`src/rtl/sram_cfg_bank.sv`:
```
// sram_cfg_bank: configuration SRAM bank for the FPGA fabric.
//
// The bitstream loader streams DEPTH words into the array through a valid/ready
// handshake, using an auto-incrementing address. When the last word is accepted
// the bank enters run mode. In run mode, configuration consumers read through a
// registered, enabled read port, and a user write port may patch words. If a
// read and a write hit the same address in one cycle, the read returns the old
// contents (read-first).
//
// Ports:
//   clk        clock; all state updates on the rising edge
//   rst_n      synchronous active-low reset (the array itself is not cleared)
//   cfg_start  pulse: begin or restart a full load at address 0
//   cfg_valid  cfg_data is valid
//   cfg_data   bitstream word
//   cfg_ready  bank accepts a cfg word this cycle (high only while loading)
//   cfg_done   level: bank fully loaded, run mode
//   raddr      read address
//   rd_en      read enable (effective in run mode only)
//   rdata      registered read data, 1-cycle latency
//   waddr      user write address
//   wdata      user write data
//   we         user write enable (effective in run mode only)
//   par_err    (SRAM_CFG_PARITY_EN only) parity mismatch of the last read word
//
// Optional feature: define SRAM_CFG_PARITY_EN to store one even-parity bit per
// word and to add the registered par_err output.

module sram_cfg_bank #(
  parameter int unsigned ADDR_WIDTH = 4,
  parameter int unsigned DATA_WIDTH = 1
) (
  input  logic                  clk,
  input  logic                  rst_n,
  input  logic                  cfg_start,
  input  logic                  cfg_valid,
  input  logic [DATA_WIDTH-1:0] cfg_data,
  output logic                  cfg_ready,
  output logic                  cfg_done,
  input  logic [ADDR_WIDTH-1:0] raddr,
  input  logic                  rd_en,
  output logic [DATA_WIDTH-1:0] rdata,
  input  logic [ADDR_WIDTH-1:0] waddr,
  input  logic [DATA_WIDTH-1:0] wdata,
  input  logic                  we
`ifdef SRAM_CFG_PARITY_EN
  ,
  output logic                  par_err
`endif
);

  localparam int unsigned Depth = 2 ** ADDR_WIDTH;
  localparam logic [ADDR_WIDTH-1:0] LastAddr = ADDR_WIDTH'(Depth - 1);

  typedef enum logic [1:0] {
    StIdle,
    StLoad,
    StRun
  } state_e;

  state_e                state_q, state_d;
  logic [ADDR_WIDTH-1:0] cnt_q, cnt_d;
  logic                  cfg_ready_q, cfg_ready_d;
  logic                  cfg_done_q, cfg_done_d;
  logic [DATA_WIDTH-1:0] rdata_q;

  logic                  accept;
  logic                  load_we;
  logic                  user_we;
  logic                  rd_fire;

  logic [DATA_WIDTH-1:0] mem [Depth];

  // --------------------------------------------------------------------------
  // Load / run control FSM
  // --------------------------------------------------------------------------

  // A handshake happens only while loading; cfg_ready_q is high exactly then.
  assign accept = (state_q == StLoad) && cfg_valid && cfg_ready_q;

  always_comb begin
    state_d = state_q;
    cnt_d   = cnt_q;
    load_we = 1'b0;
    unique case (state_q)
      StIdle: begin
        if (cfg_start) begin
          state_d = StLoad;
          cnt_d   = '0;
        end
      end
      StLoad: begin
        if (cfg_start) begin
          // Restart wins: a word presented in the same cycle is dropped.
          cnt_d = '0;
        end else if (accept) begin
          load_we = 1'b1;
          if (cnt_q == LastAddr) begin
            state_d = StRun;
            cnt_d   = '0;
          end else begin
            cnt_d = cnt_q + ADDR_WIDTH'(1);
          end
        end
      end
      StRun: begin
        if (cfg_start) begin
          state_d = StLoad;
          cnt_d   = '0;
        end
      end
      default: begin
        state_d = StIdle;
        cnt_d   = '0;
      end
    endcase
  end

  // Status outputs are registered from the next state, so they follow the
  // state register one cycle after the deciding edge.
  assign cfg_ready_d = (state_d == StLoad);
  assign cfg_done_d  = (state_d == StRun);

  always_ff @(posedge clk) begin
    if (!rst_n) begin
      state_q     <= StIdle;
      cnt_q       <= '0;
      cfg_ready_q <= 1'b0;
      cfg_done_q  <= 1'b0;
    end else begin
      state_q     <= state_d;
      cnt_q       <= cnt_d;
      cfg_ready_q <= cfg_ready_d;
      cfg_done_q  <= cfg_done_d;
    end
  end

  assign cfg_ready = cfg_ready_q;
  assign cfg_done  = cfg_done_q;

  // --------------------------------------------------------------------------
  // Storage array
  // --------------------------------------------------------------------------

  // The loader owns the array during a load; user writes only land in run mode.
  assign user_we = (state_q == StRun) && we;
  assign rd_fire = (state_q == StRun) && rd_en;

  // No reset on the array: contents survive rst_n. Writes are blocked while
  // rst_n is low so a reset cycle cannot commit a half-finished handshake.
  always_ff @(posedge clk) begin
    if (rst_n) begin
      if (load_we) begin
        mem[cnt_q] <= cfg_data;
      end else if (user_we) begin
        mem[waddr] <= wdata;
      end
    end
  end

  // Read-first on collision falls out of the non-blocking array update.
  always_ff @(posedge clk) begin
    if (!rst_n) begin
      rdata_q <= '0;
    end else if (rd_fire) begin
      rdata_q <= mem[raddr];
    end
  end

  assign rdata = rdata_q;

`ifdef SRAM_CFG_PARITY_EN
  // --------------------------------------------------------------------------
  // Parity side array: one even-parity bit per word, checked on read.
  // --------------------------------------------------------------------------
  logic             mem_par [Depth];
  logic             par_err_q;
  logic             load_par;
  logic             user_par;

  assign load_par = ^cfg_data;
  assign user_par = ^wdata;

  always_ff @(posedge clk) begin
    if (rst_n) begin
      if (load_we) begin
        mem_par[cnt_q] <= load_par;
      end else if (user_we) begin
        mem_par[waddr] <= user_par;
      end
    end
  end

  always_ff @(posedge clk) begin
    if (!rst_n) begin
      par_err_q <= 1'b0;
    end else if (rd_fire) begin
      par_err_q <= (^mem[raddr]) ^ mem_par[raddr];
    end
  end

  assign par_err = par_err_q;
`endif

endmodule

```
`config.mk`:
```
export PLATFORM = sky130hd
export DESIGN_NAME = sram_cfg_bank
export DESIGN_NICKNAME = d
export VERILOG_FILES = /design/src/rtl/sram_cfg_bank.sv
export SDC_FILE = /design/constraint.sdc
export NUM_CORES = 1
export LEC_CHECK = 0
export CAP_MARGIN = 15
export CORE_ASPECT_RATIO = 1.4
export CORE_UTILIZATION = 52
export CTS_BUF_LIST = sky130_fd_sc_hd__clkbuf_4 sky130_fd_sc_hd__clkbuf_8 sky130_fd_sc_hd__clkbuf_16
export CTS_CLUSTER_SIZE = 8
export DETAILED_ROUTE_END_ITERATION = 10
export PLACE_DENSITY = 0.79
export SLEW_MARGIN = 25
export SYNTH_ARGS = -nofsm -noshare
export SYNTH_HDL_FRONTEND = slang
export SYNTH_SLANG_ARGS = --single-unit
```
`constraint.sdc`:
```
create_clock -name clk -period 2 [get_ports clk]
set_input_delay 0.4 -clock clk [delete_from_list [all_inputs] [get_ports clk]]
set_output_delay 0.4 -clock clk [all_outputs]
set_load 0.01 [all_outputs]
```
==> key figures, run 1 <==
Routing
  – Vias after detailed routing: 944
  – Number of vias per cell after detailed routing: 5.94
  – Average detailed-routed wire length per instance: 14.6 microns
  – Overall routed net length: 2320 microns
  – Antenna-violating nets left: 0
  – Final routed DRC violation total: 1
  – Number of DRC markers in iteration 0: 11
  – Detailed-routing iteration count for the pre-antenna-repair pass: 7

Synthesis
  – Basic-gate share of the synthesized area counting and, or, nand and nor cells: 19.5%
  – Cell taking the most area after synthesis: sky130_fd_sc_hd__edfxtp_1
  – Main combinational cell family by area after synthesis: simple AND/OR/NAND/NOR gates
  – Sequential share of the synthesized area: 51.4%
  – Yosys reg bits: 25
  – Complex-gate fraction of the synthesized area: 14.7%
  – Ranking of synthesized cells by area: sky130_fd_sc_hd__edfxtp_1 37%, sky130_fd_sc_hd__dfxtp_1 14%, sky130_fd_sc_hd__mux4_2 7.0%
  – Fraction of post-synthesis cell area in the top cell type by area: 37.4%
  – Cell variety after synth: 30
  – Post-Syn Nets: 126
  – Average cell area after synthesis: 11.8 sq um
  – Yosys warning total: 0
  – Synthesized-area fraction occupied by adder cells: 0.974%
  – Cell area after synthesis: 0.00128 sq mm
  – Synthesized-area fraction occupied by xor and xnor cells: 0%
  – Share of synthesized area spent on multiplexers: 11.2%
  – Cells after Synth: 109

Clock network
  – Maximum level of the CTS H-tree: 1
  – Clock tree from TritonCTS: done
  – Total number of clock tree sinks: 25
  – Buffers inserted by post-CTS timing repair: 0
  – Maximum buffer depth of the clock tree: 2
  – Number of cells upsized or downsized after cts: 0
  – Clock edge transition at the registers on the reported setup and hold paths: 0.13 ns
  – CTS root buf: sky130_fd_sc_hd__clkbuf_4
  – Clock Latency Late Sink: 0.32 ns
  – Hold-fix buffers, CTS: 0
  – Inserted Clock Buffers: 3

GRT
  – Total global routing track utilization: 19.8%
  – Global-route wire length before repair: 3930 microns
  – Number of global-route vias before repair: 937
  – Total overflow reported by the global router: 0
  – Largest net degree at the start of global routing: 17
  – Number of antenna violations at the first check in global routing: 0

Finish
  – Most frequent cells in the layout: 20 x sky130_fd_sc_hd__nor2_1, 18 x sky130_fd_sc_hd__clkdlybuf4s50_1, 16 x sky130_fd_sc_hd__edfxtp_1
  – Final antenna diode count: 0
  – Most common cell after layout, fill and taps aside: sky130_fd_sc_hd__nor2_1
  – Net count reported at finish: 155
  – Area Overhead vs Synth: 22.2%
  – Layout Cell Area excl Fill: 0.00157 sq mm
  – Proportion of layout cells with a drive suffix above 1: 19.7%

Die
  – Die ar.: 0.00268 sq mm
  – Initial core utilization: 57.1%
  – Placement Rows: 20
  – Horizontal extent of the die: 44.0 microns
  – Vertical extent of the die: 60.8 microns
  – Std-Cell Core Area: 0.00225 sq mm
  – I/O pin total: 19

Worst setup path
  – Sort of element at the end of the critical path: flip-flop
  – Cell at the slowest stage of the critical path: sky130_fd_sc_hd__clkdlybuf4s50_1
  – Required @ worst endpoint: 2.19 ns
  – Type of element launching the critical path: input pin
  – Data arrival time at the worst-slack endpoint: 2.00 ns
  – Ordered list of cells on the worst path: clkdlybuf4s50_1, mux4_2, mux2_2, nor3b_1, a311oi_1
  – Crit-path max cell delay: 0.54 ns
  – Type of the worst setup path: in -> reg
  – Maximum fanout along the worst path: 3

Timing
  – Highest clock frequency the design can meet: 0.555 GHz
  – Fraction of the cycle the final worst path needs: 90.1%
  – Clk_skew: 0.00622 ns
  – Final Slew Violations: 0
  – Number of endpoints failing setup at the final stage: 0
  – Unrepaired setup endpoints after global routing: no
  – Final critical delay including setup and external delays: 1.80 ns
  – Least-Margin Pin Slew: 0.454 ns
  – Summed negative setup slack over all endpoints: 0 ns
  – Headroom to the max-slew limit: 69.6%
  – Final hold violation count: 0

Min path
  – Hold WC Path Type: reg -> reg

Power
  – Power per unit of standard cell area: 554 mW/mm^2
  – Maximum vdd drop: 0.373 mV
  – Post-layout power: 0.870 mW
  – Cell leakage power: 0.524 nW

Outcome
  – Status: complete, but fails checks
  – Violations in the final reports: design-rule violations

Placement
  – Placed wire-length estimate: 1870 microns
  – Total of buffers placed on input and output ports: 18
  – Instance area after placement: 0.00154 sq mm
  – RePlAce Congestion: 0.762

Flow run
  – Number of max-capacitance violations reported: 0
==> synthesized netlist by cell type <==
library cell               instances
sky130_fd_sc_hd__nand3_2           4
sky130_fd_sc_hd__buf_2             2
sky130_fd_sc_hd__nand4b_1          1
sky130_fd_sc_hd__o32ai_4           2
sky130_fd_sc_hd__o21ai_0           2
sky130_fd_sc_hd__mux2i_1           2
sky130_fd_sc_hd__o21a_1            2
sky130_fd_sc_hd__dfxtp_1           9
sky130_fd_sc_hd__a21oi_1           2
sky130_fd_sc_hd__mux2_2            3
sky130_fd_sc_hd__or3b_4            1
sky130_fd_sc_hd__edfxtp_1         16
sky130_fd_sc_hd__nand3_1           3
sky130_fd_sc_hd__nand3b_1          3
sky130_fd_sc_hd__inv_1             5
sky130_fd_sc_hd__nor3_2            1
sky130_fd_sc_hd__a21boi_1          5
sky130_fd_sc_hd__nor3b_1           4
sky130_fd_sc_hd__nand2b_1          1
sky130_fd_sc_hd__a21o_1            2
sky130_fd_sc_hd__nor2_1           20
sky130_fd_sc_hd__mux4_2            4
sky130_fd_sc_hd__nor2b_1           1
sky130_fd_sc_hd__ha_1              1
sky130_fd_sc_hd__a311oi_1          1
sky130_fd_sc_hd__o21ai_1           1
sky130_fd_sc_hd__a22oi_1           1
sky130_fd_sc_hd__nand2_1           4
sky130_fd_sc_hd__a31oi_1           4
sky130_fd_sc_hd__nor3_1            2
==> sequential cells by signal, summed over array words and instances, names as in the netlist <==
name       flops
cfg_done       1
rdata          1
state_q        2
mem           16
cnt_q          4
cfg_ready      1
==> power breakdown <==
part / switching [mW] / internal, mW / leakage [nW]
clock: 0.144 / 0.0749 / 0.0177
combinational: 0.0370 / 0.0581 / 0.290
sequential: 0.00487 / 0.551 / 0.217
==> critical path, delay by kind of cell <==
family | cells | cell delay, ns
mux | 2 | 0.78
buf+inv | 1 | 0.54
simple gates | 1 | 0.20
compound gates | 1 | 0.08
==> cell type report <==
type                    count  area (sq um)
clock buffers               3          22.5
clock inverters             1          5.00
fillers                   191           682
inverters                   5          18.8
multi-input cells          77           596
flip-flops and latches     25           661
well taps                  22          27.5
repair buffers             26           240
==> cell families (layout without fill, tap and decap cells) <==
logic type / after synthesis / count (layout)
multiplexers: 9 / 9
adder cells (fa/ha/maj): 1 / 1
AND/OR/NAND/NOR: 45 / 45
flip-flops: 25 / 25
buffers and inverters: 7 / 35
AO/OA/AOI/OAI: 22 / 22
==> through the flow <==
step / setup WS, ns / instances / utilization, % / hold WS, ns
CTS: 0.180 / 159 / 69.7 / 0.553
floorplan: 0.385 / 109 / - / 0.497
global route: 0.139 / 159 / 69.7 / 0.601
detailed placement: -0.161 / 155 / 68.5 / 0.535
global placement: -0.106 / 155 / 68.5 / 0.523
finish: 0.197 / 159 / 69.7 / 0.549
==> routing by layer <==
| metal | GRT usage [%] | wire length, microns | up-vias | part of all wire [%] |
|---|---|---|---|---|
| met5 | 0 | 0 | - | 0 |
| li1 | - | - | 465 | - |
| met3 | 2.68 | 57 | 3 | 2.5 |
| met2 | 39.9 | 1350 | 15 | 58 |
| met4 | 5.19 | 21 | 0 | 0.91 |
| met1 | 20.8 | 887 | 461 | 38 |
==> path summary, 6_finish.rpt <==
check                   from  endpoint  slack (ns)  cells after the start
setup reg to reg  state_q[0]    mem[9]        0.24                      4
hold reg to reg     cnt_q[0]  cnt_q[0]        0.55                      2
hold / removal      cnt_q[0]  cnt_q[0]        0.55                      2
setup / recovery    raddr[0]     rdata        0.20                      5
No activity file was read; power rests on OpenSTA's default activity.
==> run 2, diff against run 1 <==
CORE_UTILIZATION = 40   (was 52)
PLACE_DENSITY = 0.64   (was 0.79)
==> key figures, run 2 (synthesis gave the netlist of run 1 again) <==
Worst setup path
  – Type of element launching the critical path: input pin
  – Required @ worst endpoint: 1.97 ns (-0.22 ns)
  – Data arrival time at the worst-slack endpoint: 1.84 ns (-0.16 ns)
  – Sort of element at the end of the critical path: flip-flop
  – Type of the worst setup path: in -> reg
  – Maximum fanout along the worst path: 4 (+1)

GRT
  – Global-route wire length before repair: 4170 microns (+6.3%)
  – Number of antenna violations at the first check in global routing: 0 (unchanged)
  – Total global routing track utilization: 16.2% (-3.6 points)
  – Number of global-route vias before repair: 980 (+4.6%)
  – Largest net degree at the start of global routing: 17 (unchanged)
  – Total overflow reported by the global router: 0 (unchanged)

Timing
  – Final Slew Violations: 0 (unchanged)
  – Highest clock frequency the design can meet: 0.535 GHz (-3.6%)
  – Clk_skew: 0.00275 ns (-0.00347 ns)
  – Final critical delay including setup and external delays: 1.87 ns (+0.0680 ns)
  – Least-Margin Pin Slew: 0.536 ns (+0.0817 ns)
  – Final hold violation count: 0 (unchanged)
  – Headroom to the max-slew limit: 64.2% (-5.4 points)
  – Number of endpoints failing setup at the final stage: 0 (unchanged)
  – Fraction of the cycle the final worst path needs: 93.5% (+3.4 points)
  – Unrepaired setup endpoints after global routing: no

Clock network
  – Clock edge transition at the registers on the reported setup and hold paths: 0.08 ns (-0.05 ns)
  – Maximum level of the CTS H-tree: 1 (unchanged)
  – Number of cells upsized or downsized after cts: 0 (unchanged)
  – Total number of clock tree sinks: 25 (unchanged)
  – Clock tree from TritonCTS: done
  – Maximum buffer depth of the clock tree: 2 (unchanged)
  – CTS root buf: sky130_fd_sc_hd__clkbuf_8
  – Inserted Clock Buffers: 3 (unchanged)
  – Buffers inserted by post-CTS timing repair: 0 (unchanged)
  – Hold-fix buffers, CTS: 0 (unchanged)
  – Clock Latency Late Sink: 0.26 ns (-0.06 ns)

Routing
  – Vias after detailed routing: 963 (+2.0%)
  – Antenna-violating nets left: 0 (unchanged)
  – Number of vias per cell after detailed routing: 5.38 (-9.4%)
  – Overall routed net length: 2540 microns (+9.8%)
  – Average detailed-routed wire length per instance: 14.2 microns (-2.5%)
  – Final routed DRC violation total: 0 (-1)
  – Detailed-routing iteration count for the pre-antenna-repair pass: 4 (-3)
  – Number of DRC markers in iteration 0: 19 (+8)

Power
  – Maximum vdd drop: 0.365 mV (-2.2%)
  – Power per unit of standard cell area: 582 mW/mm^2 (+4.9%)
  – Cell leakage power: 0.545 nW (+4.0%)

Placement
  – Placed wire-length estimate: 2050 microns (+9.8%)
  – RePlAce Congestion: 0.738 (-3.1%)
  – Cell count after placement: 175 (+13%)
  – Total of buffers placed on input and output ports: 18 (unchanged)

Die
  – Die ar.: 0.00345 sq mm (+29%)
  – Std-Cell Core Area: 0.00309 sq mm (+37%)
  – Initial core utilization: 41.5% (-16 points)
  – Vertical extent of the die: 69.1 microns (+14%)
  – I/O pin total: 19 (unchanged)
  – Horizontal extent of the die: 49.9 microns (+13%)
  – Placement Rows: 24 (+20%)

Finish
  – Final cell count without fillers: 179 (+13%)
  – Largest registers: mem (16), cnt_q (4), state_q (2)
  – Area Overhead vs Synth: 27.3%
  – Util after Layout: 52.9% (-17 points)
  – Most frequent cells in the layout: 20 x sky130_fd_sc_hd__nor2_1, 18 x sky130_fd_sc_hd__clkdlybuf4s50_1, 16 x sky130_fd_sc_hd__edfxtp_1
  – Final antenna diode count: 0 (unchanged)
  – Net count reported at finish: 158 (+1.9%)
  – Most common cell after layout, fill and taps aside: sky130_fd_sc_hd__nor2_1
  – Number of flip-flops under the largest register name: 16 (unchanged)
  – Proportion of layout cells with a drive suffix above 1: 21.4% (+1.7 points)
  – Register with the most flip-flops: mem

Outcome
  – Status: completed

Flow run
  – Number of max-capacitance violations reported: 0 (unchanged)

Min path
  – Hold WC Path Type: reg -> reg
==> run 2: changes by cell type in the layout (fill, tap and decap cells not counted), sizes merged <==
cell / previous run / this run
clkbuf: 3 / 4
clkinv: 1 / 0
buf: 8 / 11
==> run 2: per-layer routing <==
metal,track usage (%),wire length (microns),part of all wire [%]
met5,0,0,0
met4,8.57,66,2.6
met3,2.21,77,3.0
met2,31.8,1440,57
met1,15.2,959,38
==> run 2: final timing paths <==
path	startpoint	endpoint	slack [ns]	cells past startpoint
setup / recovery	cfg_start	mem[10]	0.13	5
hold / removal	cnt_q[0]	cnt_q[0]	0.55	2
setup reg to reg	state_q[0]	mem[10]	0.25	4
hold reg to reg	cnt_q[0]	cnt_q[0]	0.55	2
==> run 2: area by class of cell <==
cell class / instances / area (sq um)
inverter: 5 / 18.8
fill: 285 / 1460
timing repair buffer: 29 / 263
clock buffer: 4 / 48.8
sequential: 25 / 661
multi-input combinational: 77 / 596
tap: 39 / 48.8
==> run 2: power by group <==
part | switching, mW | internal [mW] | total [mW]
clock network | 0.142 | 0.156 | 0.298
registers | 0.00472 | 0.551 | 0.556
logic | 0.0383 | 0.0593 | 0.0976
==> run 2: worst max-delay path: stages <==
cell                              delay (ns)
sky130_fd_sc_hd__clkdlybuf4s50_1        0.44
sky130_fd_sc_hd__or3b_4                 0.43
sky130_fd_sc_hd__o32ai_4                0.26
sky130_fd_sc_hd__nand3_2                0.16
sky130_fd_sc_hd__nor2_1                 0.16
==> run 2: through the flow <==
stage | hold WS (ns) | power [mW] | setup WS, ns | area [sq um] | TNS [ns]
global placement | 0.524 | 0.663 | -0.115 | 1590 | -1.45
CTS | 0.551 | 0.957 | 0.132 | 1640 | 0
detailed placement | 0.539 | 0.665 | -0.145 | 1590 | -2.12
finish | 0.549 | 0.951 | 0.129 | 1640 | 0
global route | 0.598 | 0.986 | 0.0358 | 1640 | 0
floorplan | 0.497 | 0.606 | 0.385 | 1280 | 0
==> RTL change (config.mk and constraints of run 2) <==
The 3 states of `state_e` get a one-hot encoding in 3 bits.
--- a/src/rtl/sram_cfg_bank.sv
+++ b/src/rtl/sram_cfg_bank.sv
@@ -52,10 +52,10 @@
   localparam int unsigned Depth = 2 ** ADDR_WIDTH;
   localparam logic [ADDR_WIDTH-1:0] LastAddr = ADDR_WIDTH'(Depth - 1);
 
-  typedef enum logic [1:0] {
-    StIdle,
-    StLoad,
-    StRun
+  typedef enum logic [2:0] {
+    StIdle = 3'b001,
+    StLoad = 3'b010,
+    StRun  = 3'b100
   } state_e;
 
   state_e                state_q, state_d;
Formal check against the unedited RTL: same outputs for any inputs over 10 cycles, from zero or initial values and one cycle with rst_n low; not proved beyond that.
==> RTL change against run 2 <==
- synthesized area increased by 7.2%
- register-to-register slack got worse by 0.16 ns
- sequential cell count increased by 1
- via count increased by 21%
- cell area increased by 10%
- power increased by 4.9%
- wire length increased by 18%
- worst setup slack got worse by 0.041 ns
- critical path type is now reg -> reg
- largest cell class unchanged
- largest power group unchanged
==> RTL change: results <==
metrics = {
    "drt": {
        "met1_length_um": 1140,
        "dr.first_iter.drc_count": 24,
        "met2_length_um": 1770,
        "routed_via_density": 5.47,
        "routed-wl-met3_um": 65,
    },
    "cells_and_area": {
        "nets": 192,
        "n_sequential_cell": 26,
        "multi_input_area_share_pct": 35.8,
        "fill_cells": 300,
        "multi_input_cells": 95,
        "largestRegisters": "mem x16, cnt_q x4, state_q x3",
        "drive_gt1_share_pct": 22.4,
    },
    "worst_setup_path": {
        "r2r-end": "mem[3]",
        "critPathMaxFanout": 7,
        "cp.arrival_ns": 1.89,
        "ff2ff_setup_slack_ns": 0.09,
    },
    "placed_design": {
        "place_area_mm2": 0.00175,
        "gp_congestion": 0.900,
        "dp_slack_ns": -0.170,
    },
    "power": {
        "p_clk_share_pct": 30.2,
        "powerSeq_mw": 0.576,
        "p_leak_nw": 0.645,
    },
    "global_route": {
        "grt_use_met2_pct": 36.9,
        "grt_pass1_wl_um": 4920,
        "grt_pass1_vias": 1180,
        "use_met1_pct": 17.4,
    },
    "synthesis": {
        "ys_top_cells_by_count": "nor2_1, edfxtp_1, dfxtp_1",
        "ys_top_cells_by_area": "edfxtp_1, dfxtp_1, nor2_1",
        "seq_area_frac_synth_pct": 49.4,
    },
    "timing": {
        "worst_hold_slack_ns": 0.562,
    },
    "run_status": {
        "outcome": "completed",
    },
}
==> RTL change: kinds of logic after synthesis <==
group	count (synthesis)	synth area share (%)
muxes	7	7.17
and+or+nand+nor	59	24.3
adders and majority gates	1	0.908
buffers and inverters	14	3.90
AOI/OAI and AO/OA	28	14.3
DFF	26	49.4
==> RTL change: worst max-delay path by stage <==
| stage | endpoint | cells past startpoint | slack (ns) | startpoint |
|---|---|---|---|---|
| 2_1_floorplan | mem[3] | 4 | 0.15 | state_q[1] |
| 3_3_place_gp | mem[3] | 5 | -0.14 | rst_n |
| 3_5_place_dp | mem[3] | 5 | -0.17 | rst_n |
| 4_1_cts | mem[3] | 4 | 0.05 | state_q[1] |
| 5_1_grt | mem[0] | 4 | 0.01 | state_q[1] |
| 6_report | mem[3] | 4 | 0.09 | state_q[1] |
==> RTL change: critical path, cell delays in order, from the launching register on <==
cell,delay (ns)
dfxtp_2,0.37
or3b_4,0.42
or4_4,0.51
o22a_1,0.21
nor3_2,0.11
